==> src/rtl/serial_adder_pkg.sv <==
// Shared types and constants for the bit-serial adder.
package serial_adder_pkg;

  localparam int unsigned DEFAULT_WIDTH = 8;

  localparam logic [1:0] ST_IDLE  = 2'd0;
  localparam logic [1:0] ST_SHIFT = 2'd1;
  localparam logic [1:0] ST_DONE  = 2'd2;

  typedef enum logic [1:0] {
    IDLE  = ST_IDLE,
    SHIFT = ST_SHIFT,
    DONE  = ST_DONE
  } state_e;

endpackage

==> src/rtl/fa_cell.sv <==
// Combinational 1-bit full adder built from two half adders and an OR.
//   a, b, c : addend bits and carry-in
//   sum     : a ^ b ^ c
//   carry   : majority(a, b, c)
module fa_cell (
  input  logic a,
  input  logic b,
  input  logic c,
  output logic sum,
  output logic carry
);

  logic hs1;
  logic hc1;
  logic hc2;

  // First half adder on the operands, second adds the incoming carry.
  assign hs1   = a ^ b;
  assign hc1   = a & b;
  assign sum   = hs1 ^ c;
  assign hc2   = hs1 & c;
  assign carry = hc1 | hc2;

endmodule

==> src/rtl/serial_adder.sv <==
// Bit-serial adder: one full-adder cell reused over WIDTH cycles, LSB first.
//   clk   : clock, rising edge
//   rst   : synchronous active-high reset
//   start : request, only honoured in IDLE
//   a, b  : operands, captured on accepted start
//   cin   : carry-in, captured on accepted start
//   busy  : high while shifting and during the done cycle
//   done  : one-cycle pulse when sum/cout are valid
//   sum   : result, held until the next accepted start
//   cout  : final carry-out, held with sum
module serial_adder
  import serial_adder_pkg::*;
#(
  parameter int unsigned WIDTH = DEFAULT_WIDTH
) (
  input  logic             clk,
  input  logic             rst,
  input  logic             start,
  input  logic [WIDTH-1:0] a,
  input  logic [WIDTH-1:0] b,
  input  logic             cin,
  output logic             busy,
  output logic             done,
  output logic [WIDTH-1:0] sum,
  output logic             cout
);

  localparam int unsigned CNT_W = $clog2(WIDTH + 1);

  state_e             state_q, state_d;
  logic [WIDTH-1:0]   sa_q, sa_d;
  logic [WIDTH-1:0]   sb_q, sb_d;
  logic [WIDTH-1:0]   sum_q, sum_d;
  logic               carry_q, carry_d;
  logic               cout_q, cout_d;
  logic [CNT_W-1:0]   cnt_q, cnt_d;
  logic               busy_q, busy_d;
  logic               done_q, done_d;

  logic               fa_sum;
  logic               fa_carry;

  // Single shared adder cell fed by the operand LSBs and the carry flop.
  fa_cell u_fa (
    .a     (sa_q[0]),
    .b     (sb_q[0]),
    .c     (carry_q),
    .sum   (fa_sum),
    .carry (fa_carry)
  );

  // Next-state and datapath update.
  always_comb begin
    state_d = state_q;
    sa_d    = sa_q;
    sb_d    = sb_q;
    sum_d   = sum_q;
    carry_d = carry_q;
    cout_d  = cout_q;
    cnt_d   = cnt_q;

    case (state_q)
      IDLE: begin
        if (start) begin
          sa_d    = a;
          sb_d    = b;
          carry_d = cin;
          cnt_d   = '0;
          state_d = SHIFT;
        end
      end
      SHIFT: begin
        sa_d             = sa_q >> 1;
        sb_d             = sb_q >> 1;
        // Result enters at the MSB so after WIDTH shifts bit 0 is the LSB.
        sum_d            = sum_q >> 1;
        sum_d[WIDTH-1]   = fa_sum;
        carry_d          = fa_carry;
        cnt_d            = cnt_q + CNT_W'(1);
        if (cnt_q == CNT_W'(WIDTH - 1)) begin
          cout_d  = fa_carry;
          state_d = DONE;
        end
      end
      DONE: begin
        state_d = IDLE;
      end
      default: begin
        state_d = IDLE;
      end
    endcase

    // Status flags are registered from the next state so they track the state register.
    busy_d = (state_d != IDLE);
    done_d = (state_d == DONE);
  end

  // State and datapath registers.
  always_ff @(posedge clk) begin
    if (rst) begin
      state_q <= IDLE;
      sa_q    <= '0;
      sb_q    <= '0;
      sum_q   <= '0;
      carry_q <= 1'b0;
      cout_q  <= 1'b0;
      cnt_q   <= '0;
      busy_q  <= 1'b0;
      done_q  <= 1'b0;
    end else begin
      state_q <= state_d;
      sa_q    <= sa_d;
      sb_q    <= sb_d;
      sum_q   <= sum_d;
      carry_q <= carry_d;
      cout_q  <= cout_d;
      cnt_q   <= cnt_d;
      busy_q  <= busy_d;
      done_q  <= done_d;
    end
  end

  assign busy = busy_q;
  assign done = done_q;
  assign sum  = sum_q;
  assign cout = cout_q;

endmodule

==> config.mk <==
export PLATFORM = sky130hd
export DESIGN_NAME = serial_adder
export DESIGN_NICKNAME = d
export VERILOG_FILES = /design/src/rtl/serial_adder_pkg.sv /design/src/rtl/fa_cell.sv /design/src/rtl/serial_adder.sv
export SDC_FILE = /design/constraint.sdc
export NUM_CORES = 1
export LEC_CHECK = 0
export ABC_CLOCK_PERIOD_IN_PS = 2300
export CELL_PAD_IN_SITES_DETAIL_PLACEMENT = 0
export CELL_PAD_IN_SITES_GLOBAL_PLACEMENT = 1
export CORE_MARGIN = 3
export CORE_UTILIZATION = 39
export DETAILED_ROUTE_END_ITERATION = 8
export PLACE_DENSITY_LB_ADDON = 0.1
export SLEW_MARGIN = 15
export SYNTH_ARGS = -nofsm -noshare
export SYNTH_HDL_FRONTEND = slang
export SYNTH_SLANG_ARGS = --single-unit
==> constraint.sdc <==
create_clock -name clk -period 2.3 [get_ports clk]
set_input_delay 0.46 -clock clk [delete_from_list [all_inputs] [get_ports clk]]
set_output_delay 0.46 -clock clk [all_outputs]
set_load 0.02 [all_outputs]
==> results of run 1 <==
state kept, by name, indices dropped and copies added, names as in the netlist:
name / cells
cnt_q: 4
sum: 8
carry_q: 1
busy: 1
sb_q: 8
done: 1
cout: 1
state_q: 2
sa_q: 8
worst paths after layout:
kind                   start       end  slack [ns]  depth (start not counted)
setup / recovery      sum[7]    sum[7]        0.54                          1
hold / removal        sum[3]    sum[2]        0.47                          2
setup reg to reg  state_q[0]  cnt_q[2]        0.75                          3
hold reg to reg       sum[3]    sum[2]        0.47                          2
power groups by stage:
stage / clock (uW) / combinational, uW / sequential, uW
finish: 290 / 149 / 643
global route: 336 / 164 / 648
CTS: 304 / 150 / 643
detailed placement: 0 / 150 / 656
global placement: 0 / 147 / 656
floorplan: 0 / 93.7 / 654
cell usage in the layout (no fill, tap or decap), types with 2 or more instances in the layout:
cell type,Yosys,layout
nor2_1,20,20
buf_4,2,3
clkbuf_1,4,2
o22ai_1,14,14
nor2b_1,2,2
clkbuf_4,0,5
clkdlybuf4s50_1,0,30
nand2_1,17,17
inv_1,2,2
nand2b_1,2,2
a211oi_1,15,15
a21oi_1,9,9
o21ai_0,2,2
a22oi_1,3,3
dfxtp_1,34,34
nor3_1,2,2
nand3_1,2,2
through the flow:
stage	instance area [sq um]	total power [uW]	cells	setup WS, ns	util
floorplan	1358	747.2	152	1.114	-
global placement	1665	802.7	216	0.4378	0.5240
detailed placement	1665	806.1	216	0.3968	0.5240
CTS	1710	1097	223	0.5222	0.5382
global route	1710	1148	223	0.4877	0.5382
finish	1710	1082	223	0.5411	0.5382
area by class of cell:
cell class / instances / share of cell area
well taps: 44 / 0.03219
repair buffers: 33 / 0.1887
clock buffers: 7 / 0.02634
inverters: 3 / 0.006584
flip-flops and latches: 34 / 0.3980
multi-input cells: 102 / 0.3482
metal layers:
| layer | wire length, microns | track usage | share of wire |
|---|---|---|---|
| met5 | 0 | 0 | 0 |
| met4 | 53 | 0.06332 | 0.018 |
| met3 | 169 | 0.06066 | 0.058 |
| met2 | 1348 | 0.2375 | 0.46 |
| met1 | 1358 | 0.1844 | 0.46 |
logic make-up (layout without fill, tap and decap cells):
kind of cell / after synthesis / after routing / synth area share
flops: 34 / 34 / 0.5014
mux: 1 / 1 / 0.007374
buf+inv: 16 / 43 / 0.05989
fa+ha+maj: 2 / 2 / 0.02396
simple gates: 51 / 51 / 0.1714
compound gates: 48 / 48 / 0.2359
worst register-to-register path, delay by kind of cell, from the launching register on:
kind | cells | cell delay, ns
AOI/OAI and AO/OA | 1 | 0.19
DFF | 1 | 0.52
and+or+nand+nor | 2 | 0.78
==> impl_metrics.yaml, run 1 <==
setup_path:
  cp-end-kind: "output pin"
  max_stage_delay_ns: 0.61
  path_buf_inv: 1
  cp_cell_sequence: "clkdlybuf4s50_1"
  crit_arrival_ns: 1.30
  crit_type: "reg -> out"
  cp_top_family: "buffers and inverters"
  cp-start-kind: "register"
  cp.required_ns: 1.84
  cp_max_fo: 3
  crit_path_top_delay_cell: "clkdlybuf4s50_1"
route:
  routed_via_density: 5.229
  ant_nets: 0
  wire_per_inst_microns: 13.14
  drtIter0Drc: 64
  vias: 1166
  drc: 0
  drt_first_pass_iters: 4
  routed_wl_mm: 2.930
timing:
  skew_ns: 0.002280
  tightest_slew_ns: 0.7350
  fin_crit_ns: 1.759
  fin_setup_tns_ns: 0
  rsz0062_at_grt: "no"
  timing.fmax_mhz: 568.5
  setup_viol: 0
  timing.hold.ws_ns: 0.4708
  slew_headroom: 0.5090
  slew_violations: 0
  hold_violations: 0
  period_share: 0.7647
synth:
  synth_warnings: 0
  ys_top_cells_by_area: "dfxtp_1, a211oi_1, o22ai_1"
  avgSynthCellArea_sq_um: 8.931
  syn_inst: 152
  synth_top_cell_area_share: 0.5014
  ys_ff_latch: 34
  ys_top_cells_by_count: "dfxtp_1, nor2_1, nand2_1"
  synth_ff_type: "dfxtp_1"
  synth_area_sq_mm: 0.001358
  synth_most_common_cell: "dfxtp_1"
  ys_async_sr_fraction: 0
  synth_top_area_cell: "dfxtp_1"
  synth_cell_types: 34
  synth_edf_count: 0
  seq_area_frac_synth: 0.5014
  syn_nets: 174
floorplan:
  start_util: 0.4272
  boundaryPins: 31
  rows: 20
  die_w_microns: 65
  die_area_sq_mm: 0.004225
  core_area_sq_mm: 0.003178
  die_h_microns: 65
cts:
  h-tree-depth: 2
  cts-hold-fix-buffers: 0
  clock_latency_ns: 0.32
  cts_setup_buffers: 0
  clockBufferDepth: 2
  cts_tree: "done"
  clkTransAtPathRegs_ns: 0.09
  post_cts_resized: 0
  cts_buffers: 5
  ctsRootBufferMaster: "clkbuf_4"
  cts.sinks: 34
power_and_ir_drop:
  p_int_uw: 812.4
  p_switching_uw: 269.2
  power_frac_comb: 0.138
  powerDensity_mw_per_mm2: 632.4
  ir_drop_mv: 0.3750
  pwr-share-clk: 0.268
  switching_share: 0.2489
  p_seq_frac: 0.594
  cellLeakagePower_uw: 0.0006184
finish:
  multi_input_area_sq_um: 595.6
  fin_nets: 201
  fillCellCount: 322
  seqCellArea_sq_um: 680.7
  syn2layout_area_growth_pct: 25.99
  drive_gt1_frac: 0.06145
  diodes: 0
placed_design:
  gp_congestion: 0.7336
  port_buffers: 30
  hpwl_mm: 2.094
global_routing:
  grt_pass1_wl_mm: 4.871
  grt_max_degree: 17
  track_usage: 0.1521
  antenna_found_initial: 0
  grt_pass1_vias: 1055
  grt_overflow: 0
run:
  maxCapViolCount: 0
outcome:
  status: "finished clean"
hold_path:
  holdCritPathClass: "reg -> reg"
(Power assumes the default switching activity.)
==> run 2, diff against run 1 <==
Settings changed: ABC_CLOCK_PERIOD_IN_PS 2300 to 1750, CORE_UTILIZATION 39 to 36.
Clock period 2.3 ns to 1.75 ns, I/O delays scaled along.
==> impl_metrics.yaml, run 2 (synthesized netlist as in run 1, its figures left out) <==
setup_path:
  cp.required_ns: 1.40
  rrSetupSlack_ns: 0.23
  cp_top_family: "buffers and inverters"
  cp-end-kind: "output pin"
  cp-start-kind: "register"
  path_buf_inv: 1
  r2r_start: "state_q[0]"
  rr_worst_depth: 3
  max_stage_delay_ns: 0.61
  cp_cell_sequence: "clkdlybuf4s50_1"
  crit_arrival_ns: 1.26
  cp_max_fo: 3
  r2r-end: "sa_q[6]"
  crit_type: "reg -> out"
  crit_path_top_delay_cell: "clkdlybuf4s50_1"
floorplan:
  rows: 21
  die_w_microns: 67.41
  die_area_sq_mm: 0.004544
  core_area_sq_mm: 0.003495
  start_util: 0.3885
  boundaryPins: 31
  die_h_microns: 67.41
placed_design:
  dp_slack_ns: -0.05546
  hpwl_mm: 2.192
  gp_congestion: 0.7603
  dp.cells: 221
  post_dp_cell_area_sq_mm: 0.001715
  port_buffers: 30
finish:
  fillCellCount: 330
  final_common_cell: "dfxtp_1"
  final_core_util: 0.5220
  instances_no_fill: 229
  syn2layout_area_growth_pct: 34.38
  stdcell_area_sq_mm: 0.001824
  drive_gt1_frac: 0.09290
  fin_nets: 204
  seqCellArea_sq_um: 680.7
  diodes: 0
  multi_input_area_sq_um: 595.6
  mostFrequentLayoutCells: "dfxtp_1, clkdlybuf4s50_1, nor2_1"
timing:
  hold_violations: 0
  period_share: 0.9184
  setup_viol: 0
  layout_setup_ws_ns: 0.1428
  slew_headroom: 0.6249
  timing.fmax_mhz: 622.2
  rsz0062_at_grt: "no"
  tightest_slew_ns: 0.5626
  slew_violations: 0
  fin_crit_ns: 1.607
  skew_ns: 0.006716
route:
  drc: 0
  vias: 1196
  routed_wl_mm: 3.131
  drt_first_pass_iters: 5
  routed_via_density: 5.223
  wire_per_inst_microns: 13.67
  drtIter0Drc: 62
  ant_nets: 0
global_routing:
  grt_pass1_wl_mm: 5.195
  grt_overflow: 0
  grt_pass1_vias: 1112
  track_usage: 0.1557
  grt_max_degree: 24
  antenna_found_initial: 0
cts:
  cts_tree: "done"
  post_cts_resized: 0
  h-tree-depth: 2
  cts-hold-fix-buffers: 0
  cts_setup_buffers: 0
  clock_latency_ns: 0.28
  cts_buffers: 5
  clockBufferDepth: 2
  cts.sinks: 34
  clkTransAtPathRegs_ns: 0.07
  ctsRootBufferMaster: "clkbuf_8"
power_and_ir_drop:
  p_total_uw: 1763
  ir_drop_mv: 0.4443
  powerDensity_mw_per_mm2: 966.5
  cellLeakagePower_uw: 0.0006753
run:
  maxCapViolCount: 0
outcome:
  status: "finished clean"
hold_path:
  hold_path_end: "sum[0]"
  whs_path_depth: 2
  hold_start: "sum[0]"
  holdCritPathClass: "reg -> reg"
[run 2: cell types whose count changed in the layout (fill, tap and decap cells not counted)]
cell,previous run,this run
clkbuf_8,0,5
buf_4,3,4
clkbuf_1,2,0
clkbuf_4,5,0
bufinv_16,0,1
buf_12,0,2
clkinv_2,0,2
[run 2: per-stage QoR]
step	hold WS [ns]	TNS (ns)
finish	0.4611	0
global route	0.4981	0
CTS	0.4631	0
detailed placement	0.4577	-0.1007
global placement	0.4442	0
floorplan	0.4712	0
[run 2: layer usage]
layer / up-vias / routed length, microns / GRT usage
li1: 600 / - / -
met1: 553 / 1483 / 0.2002
met4: 0 / 46 / 0.05316
met5: - / 0 / 0
met3: 6 / 190 / 0.05158
met2: 37 / 1411 / 0.2442
[run 2: power breakdown]
part           switching (uW)  internal, uW
clock network             285           419
logic                    99.5           113
registers                30.0           817
total                     414          1350
[run 2: how the worst max path moves through the flow]
stage,startpoint,end,slack (ns),depth (start not counted)
2_1_floorplan,state_q[0],cnt_q[3],0.60,4
3_3_place_gp,start,sa_q[4],0.04,4
3_5_place_dp,start,sa_q[6],-0.06,4
4_1_cts,sum[7],sum[7],0.13,1
5_1_grt,sum[7],sum[7],0.06,1
6_report,sum[7],sum[7],0.14,1
[run 2: final cells by class]
cell class,count,area share
Inverter,3,0.006173
Sequential cell,34,0.3731
Clock inverter,3,0.02195
Clock buffer,5,0.03772
Multi-Input combinational cell,102,0.3265
Timing Repair Buffer,36,0.2030
Tap cell,46,0.03155
